### src/rtl/dmem_copy_if.sv
// Bundle of the request/status signals and the dmem port driven by the block copier.
// The copier takes the master side; the requester plus the dmem model take the slave side.
interface dmem_copy_if;
    // request side
    logic       start;
    logic       mode;
    logic [7:0] src;
    logic [7:0] dst;
    logic [8:0] len;
    logic [7:0] pattern;
    logic       busy;
    logic       done;
    // dmem side
    logic [3:0] kind;
    logic [1:0] fn2;
    logic [7:0] rd1;
    logic [7:0] disp;
    logic [7:0] store_d;
    logic [7:0] load_d;

    modport master (
        input  start, mode, src, dst, len, pattern, load_d,
        output busy, done, kind, fn2, rd1, disp, store_d
    );

    modport slave (
        output start, mode, src, dst, len, pattern, load_d,
        input  busy, done, kind, fn2, rd1, disp, store_d
    );
endinterface

### src/rtl/dmem_copy.sv
// Block-transfer initiator for the data memory port: byte-serial ascending copy or fill,
// one load (RD) and one committed store (WR, on an edge with ck2 low) per byte.
module dmem_copy #(
    parameter logic [3:0] KIND_MEM = 4'b0011,
    parameter logic [1:0] FN2_LD   = 2'b00,
    parameter logic [1:0] FN2_ST   = 2'b01
) (
    input  logic        ck,
    input  logic        res,
    input  logic        ck2,
    dmem_copy_if.master bus
);

    typedef enum logic [1:0] {
        IDLE = 2'd0,
        RD   = 2'd1,
        WR   = 2'd2,
        FIN  = 2'd3
    } state_t;

    state_t     state_reg,   state_next;
    logic [8:0] cnt_reg,     cnt_next;
    logic [7:0] buf_reg,     buf_next;
    logic [7:0] src_reg,     src_next;
    logic [7:0] dst_reg,     dst_next;
    logic [8:0] len_reg,     len_next;
    logic       mode_reg,    mode_next;
    logic [7:0] pattern_reg, pattern_next;

    logic [8:0] cnt_inc;

    logic       busy_c;
    logic       done_c;
    logic [3:0] kind_c;
    logic [1:0] fn2_c;
    logic [7:0] rd1_c;
    logic [7:0] disp_c;
    logic [7:0] store_c;

    assign cnt_inc = cnt_reg + 9'd1;

    always_ff @(posedge ck or negedge res) begin
        if (!res) begin
            state_reg   <= IDLE;
            cnt_reg     <= '0;
            buf_reg     <= '0;
            src_reg     <= '0;
            dst_reg     <= '0;
            len_reg     <= '0;
            mode_reg    <= 1'b0;
            pattern_reg <= '0;
        end else begin
            state_reg   <= state_next;
            cnt_reg     <= cnt_next;
            buf_reg     <= buf_next;
            src_reg     <= src_next;
            dst_reg     <= dst_next;
            len_reg     <= len_next;
            mode_reg    <= mode_next;
            pattern_reg <= pattern_next;
        end
    end

    always_comb begin
        state_next   = state_reg;
        cnt_next     = cnt_reg;
        buf_next     = buf_reg;
        src_next     = src_reg;
        dst_next     = dst_reg;
        len_next     = len_reg;
        mode_next    = mode_reg;
        pattern_next = pattern_reg;

        busy_c  = 1'b0;
        done_c  = 1'b0;
        kind_c  = 4'b0000;
        fn2_c   = 2'b00;
        rd1_c   = 8'h00;
        disp_c  = 8'h00;
        store_c = 8'h00;

        case (state_reg)
            IDLE: begin
                if (bus.start) begin
                    src_next     = bus.src;
                    dst_next     = bus.dst;
                    len_next     = bus.len;
                    mode_next    = bus.mode;
                    pattern_next = bus.pattern;
                    cnt_next     = '0;
                    if (bus.len == 9'd0) begin
                        state_next = FIN;
                    end else if (bus.mode) begin
                        state_next = WR;
                    end else begin
                        state_next = RD;
                    end
                end
            end

            RD: begin
                busy_c     = 1'b1;
                kind_c     = KIND_MEM;
                fn2_c      = FN2_LD;
                rd1_c      = src_reg;
                disp_c     = cnt_reg[7:0];
                buf_next   = bus.load_d;
                state_next = WR;
            end

            WR: begin
                busy_c  = 1'b1;
                kind_c  = KIND_MEM;
                fn2_c   = FN2_ST;
                rd1_c   = dst_reg;
                disp_c  = cnt_reg[7:0];
                store_c = mode_reg ? pattern_reg : buf_reg;
                // dmem only commits on an edge with ck2 low; hold everything otherwise
                if (!ck2) begin
                    cnt_next = cnt_inc;
                    if (cnt_inc == len_reg) begin
                        state_next = FIN;
                    end else if (mode_reg) begin
                        state_next = WR;
                    end else begin
                        state_next = RD;
                    end
                end
            end

            FIN: begin
                done_c     = 1'b1;
                state_next = IDLE;
            end

            default: begin
                state_next = IDLE;
            end
        endcase
    end

    // outputs decode from state only, so async reset zeroes them immediately
    assign bus.busy    = busy_c;
    assign bus.done    = done_c;
    assign bus.kind    = kind_c;
    assign bus.fn2     = fn2_c;
    assign bus.rd1     = rd1_c;
    assign bus.disp    = disp_c;
    assign bus.store_d = store_c;

endmodule

### src/flat_wrapper.sv
// flat-port wrapper written by rule: the top's interface ports become plain ports
module dmem_copy_flat 
#(
    parameter logic [3:0] KIND_MEM = 4'b0011,
    parameter logic [1:0] FN2_LD   = 2'b00,
    parameter logic [1:0] FN2_ST   = 2'b01
)
  (ck, res, ck2, bus_start, bus_mode, bus_src, bus_dst, bus_len, bus_pattern, bus_load_d, bus_busy, bus_done, bus_kind, bus_fn2, bus_rd1, bus_disp, bus_store_d);
  dmem_copy_if bus_i ();
  input  logic ck;
  input  logic res;
  input  logic ck2;
  input wire logic [$bits(bus_i.start)-1:0] bus_start;
  input wire logic [$bits(bus_i.mode)-1:0] bus_mode;
  input wire logic [$bits(bus_i.src)-1:0] bus_src;
  input wire logic [$bits(bus_i.dst)-1:0] bus_dst;
  input wire logic [$bits(bus_i.len)-1:0] bus_len;
  input wire logic [$bits(bus_i.pattern)-1:0] bus_pattern;
  input wire logic [$bits(bus_i.load_d)-1:0] bus_load_d;
  output wire logic [$bits(bus_i.busy)-1:0] bus_busy;
  output wire logic [$bits(bus_i.done)-1:0] bus_done;
  output wire logic [$bits(bus_i.kind)-1:0] bus_kind;
  output wire logic [$bits(bus_i.fn2)-1:0] bus_fn2;
  output wire logic [$bits(bus_i.rd1)-1:0] bus_rd1;
  output wire logic [$bits(bus_i.disp)-1:0] bus_disp;
  output wire logic [$bits(bus_i.store_d)-1:0] bus_store_d;
  assign bus_i.start = bus_start;
  assign bus_i.mode = bus_mode;
  assign bus_i.src = bus_src;
  assign bus_i.dst = bus_dst;
  assign bus_i.len = bus_len;
  assign bus_i.pattern = bus_pattern;
  assign bus_i.load_d = bus_load_d;
  assign bus_busy = bus_i.busy;
  assign bus_done = bus_i.done;
  assign bus_kind = bus_i.kind;
  assign bus_fn2 = bus_i.fn2;
  assign bus_rd1 = bus_i.rd1;
  assign bus_disp = bus_i.disp;
  assign bus_store_d = bus_i.store_d;
  dmem_copy #(.KIND_MEM(KIND_MEM), .FN2_LD(FN2_LD), .FN2_ST(FN2_ST)) u_core (.ck(ck), .res(res), .ck2(ck2), .bus(bus_i));
endmodule
### config.mk
export PLATFORM = sky130hd
export DESIGN_NAME = dmem_copy_flat
export DESIGN_NICKNAME = d
export VERILOG_FILES = /design/src/rtl/dmem_copy_if.sv /design/src/rtl/dmem_copy.sv /design/src/flat_wrapper.sv
export SDC_FILE = /design/constraint.sdc
export NUM_CORES = 1
export LEC_CHECK = 0
export CORE_UTILIZATION = 50
export CTS_BUF_LIST = sky130_fd_sc_hd__clkbuf_8
export DETAILED_ROUTE_END_ITERATION = 10
export GPL_TIMING_DRIVEN = 0
export PLACE_DENSITY = 0.92
export SLEW_MARGIN = 20
export SYNTH_ARGS = -nofsm -noshare
export SYNTH_HDL_FRONTEND = slang
export SYNTH_SLANG_ARGS = --single-unit
### constraint.sdc
create_clock -name ck -period 2.5 [get_ports ck]
set_input_delay 0.75 -clock ck [delete_from_list [all_inputs] [get_ports ck]]
set_output_delay 0.75 -clock ck [all_outputs]
set_load 0.05 [all_outputs]
==> out/qor.txt <==
GRT overflow: 0
Placer Congestion: 0.8039
FF-to-FF path depth: 6
Row count: 27
Clk slew on worst S/H paths: 0.10 ns
Sw Pwr: 2.258 mW
Final Setup Violations: 0
DR vias/cell: 5.422
Post-synth cell types: 44
Final hold vios: 0
Diodes inserted: 0
Clock power share: 11.9%
H-tree depth: 2
Synth Warn #: 0
Startpoint types: register
Sink Count: 53
# IOs: 78
WS Path Type: register to output port
Die Span Y: 77.29 um
Period Utilization, post-route: 97.10%
Slew Limit Headroom: 53.15%
Reg2reg setup slack: 0.41 ns
Clk_skew: 0.007941 ns
Post-synthesis cell area: 2834 um^2
Tmin final: 2.427 ns
Clock buffer depth: 2
DR iter-0 viols: 75
Gr usage total: 22.26%
Vias in the first global route: 2246
Initial cell density of the core: 51.78%
CP max FO: 10
Max Cap Viol: 0
First-pass GRT wire length: 10340 um
Critical Path RT: 1.75 ns
P&R area growth vs syn: 38.15%
Switching Fraction: 44.65%
Failing checks: design-rule violations
R2R Path Start: u_core.state_reg[1]
Static leakage: 1.676 nW
Slew @ Worst Pin: 0.6981 ns
Worst-skew pair later-pin latency: 0.31 ns
Final #Nets: 389
Status: finished, violations left
Post-synthesis sequential area ratio: 46.80%
CTS tree: built
Initial antenna violation count: 0
Syn Inst Count: 249
Sequential power share: 30.4%
Core box area: 5473 um^2
IO Port Bufs: 74
Fin. max-slew vios: 0
Comb pwr share: 57.8%
Setup_tns: 0 ns
Critical Path Slowest Stage Cell: dfrtp_1
Worst hold slack: 0.4529 ns
Share of cells above drive strength 1: 26.63%
Largest area contributor in the netlist: dfrtp_1
Reg-to-reg endpoint: u_core.cnt_reg[6]
Post-CTS Hold Fix Bufs: 0
Placed cell count: 397
Pin count of the biggest net entering global routing: 54
Via count: 2223
Worst Setup End Kind: output port
DR WL/cell: 15.66 um
Top FF cell, synth: dfrtp_1
Worst Path Arrival: 1.68 ns
Antenna-violating nets left: 0
Drt drc: 2
Most area-consuming cells after synthesis: dfrtp_1, mux2_1, nor2b_1
Fraction of registers with async set/reset: 100.0%
Hold crit path type: input pin to async pin
Cell Pwr Density: 1291 nW/um^2
CTS Root Cell: clkbuf_8
Mean Syn Cell Area: 11.38 um^2
Seq cells post-synth: 53
Share of the synthesized area in the top cell type: 46.80%
Critical-path cell list: inv_2, ha_4, clkbuf_4, nor2b_2, buf_6
Fmax: 0.4120 GHz
CP peak stage delay: 0.41 ns
Post-DP HPWL: 4533 um
Internal: 2.799 mW
WL final: 6420 um
DR pass1 iterations: 7
EDFF count, synth: 0
Die ar.: 5973 um^2
Die W: 77.29 um
Worst vdd ir: 845.9 uV
Total clock buffers created by CTS: 5
Fin cells: 410
worst max path at each step:
stage / cells after the start / from / slack, ns / endpoint
after floorplan: 6 / u_core.state_reg[1] / -0.05 / bus_rd1[6]
after global placement: 1 / res / -0.87 / u_core.src_reg[0]
after detailed placement: 7 / u_core.state_reg[1] / -0.97 / bus_rd1[6]
after CTS: 6 / u_core.state_reg[1] / 0.002 / bus_rd1[5]
after global routing: 5 / u_core.state_reg[1] / -0.007 / bus_rd1[6]
final: 5 / u_core.state_reg[1] / 0.07 / bus_rd1[6]
critical path, delay by kind of cell, from the launching register on:
kind / cells / cell delay (ns)
adders and majority gates: 1 / 0.32
buffers and inverters: 3 / 0.46
and+or+nand+nor: 1 / 0.17
DFF: 1 / 0.41
cell families (layout without fill, tap and decap cells):
| kind of cell | after synthesis | after routing | synth area share (%) |
|---|---|---|---|
| simple gates | 66 | 66 | 13.47 |
| flops | 53 | 53 | 46.80 |
| xor+xnor | 10 | 10 | 3.090 |
| fa+ha+maj | 6 | 6 | 2.649 |
| mux | 50 | 50 | 19.51 |
| compound gates | 42 | 42 | 10.73 |
| buf+inv | 21 | 108 | 3.620 |
| other cells | 1 | 3 | 0.1323 |
timing repair:
item / 4_1_cts / 5_1_grt
pin swaps: 0 / 1
setup endpoints to repair: 28 / 26
buffers inserted: 2 / 5
gates resized for setup: 156 / 24
placed cells by master (no fill, tap or decap), types with 3 or more instances in the layout:
cell	synthesis	routed
o21ai_1	11	11
mux2_1	42	42
clkdlybuf4s50_1	0	44
buf_4	6	24
clkbuf_8	0	7
a22oi_2	1	8
inv_1	4	3
buf_6	0	3
xor2_1	5	5
clkbuf_4	0	14
ha_4	0	3
nor4_1	3	3
nor2_1	7	7
o21ai_0	5	5
xnor2_1	5	5
ha_1	6	3
and2_1	8	8
nand2_1	12	12
nor2b_2	0	16
conb_1	1	3
o31ai_1	3	3
mux2i_1	8	8
dfrtp_1	53	53
clkbuf_1	10	4
nand3_1	5	5
dlygate4sd2_1	0	3
metal layers:
layer | share of wire, % | vias up | wire, um | track usage [%]
met4 | 2.2 | 0 | 144 | 9.245
met1 | 40 | 1086 | 2600 | 25.35
met3 | 6.2 | 13 | 400 | 5.833
li1 | - | 1051 | - | -
met2 | 51 | 73 | 3275 | 39.20
met5 | 0 | - | 0 | 0
power by group through the flow:
| stage | registers [mW] | clock network [mW] | logic (mW) |
|---|---|---|---|
| final | 1.54 | 0.600 | 2.92 |
| after global routing | 1.59 | 0.630 | 3.11 |
| after CTS | 1.52 | 0.607 | 2.77 |
| after floorplan | 1.42 | 0 | 2.07 |
| after detailed placement | 1.50 | 0 | 2.79 |
| after global placement | 1.47 | 0 | 2.71 |
stage by stage:
step / total power [mW] / utilization, % / setup WS, ns / cell area (um^2)
2_1_floorplan: 3.487 / - / -0.05210 / 2887
3_3_place_gp: 4.184 / 67.92 / -0.8709 / 3717
3_5_place_dp: 4.287 / 67.88 / -0.9713 / 3715
4_1_cts: 4.892 / 69.59 / 0.002291 / 3809
5_1_grt: 5.330 / 71.54 / -0.007230 / 3915
6_report: 5.056 / 71.54 / 0.07261 / 3915
cells in the mapped netlist, types with 2 or more instances:
| master | n |
|---|---|
| dfrtp_1 | 53 |
| mux2_1 | 42 |
| nor2b_1 | 17 |
| nand2_1 | 12 |
| o21ai_1 | 11 |
| clkbuf_1 | 10 |
| a22oi_1 | 8 |
| and2_1 | 8 |
| mux2i_1 | 8 |
| nor2_1 | 7 |
| buf_4 | 6 |
| ha_1 | 6 |
| nand3_1 | 5 |
| o21ai_0 | 5 |
| xnor2_1 | 5 |
| xor2_1 | 5 |
| inv_1 | 4 |
| nor4_1 | 3 |
| o31ai_1 | 3 |
| a21oi_1 | 2 |
| a31oi_1 | 2 |
| and3_1 | 2 |
| nand3_2 | 2 |
| nand4b_1 | 2 |
| o41ai_1 | 2 |
area by class of cell:
type                            instances  area [um^2]
Sequential cell                        53         1326
Buffer                                 15        105.1
Clock inverter                          2        33.78
Clock buffer                            6        82.58
Timing Repair Buffer                   81        737.0
Multi-Input combinational cell        177         1525
Inverter                                4        15.01
Tap cell                               72        90.09
Fill cell                             403         1558
No activity file was read; power rests on OpenSTA's default activity.
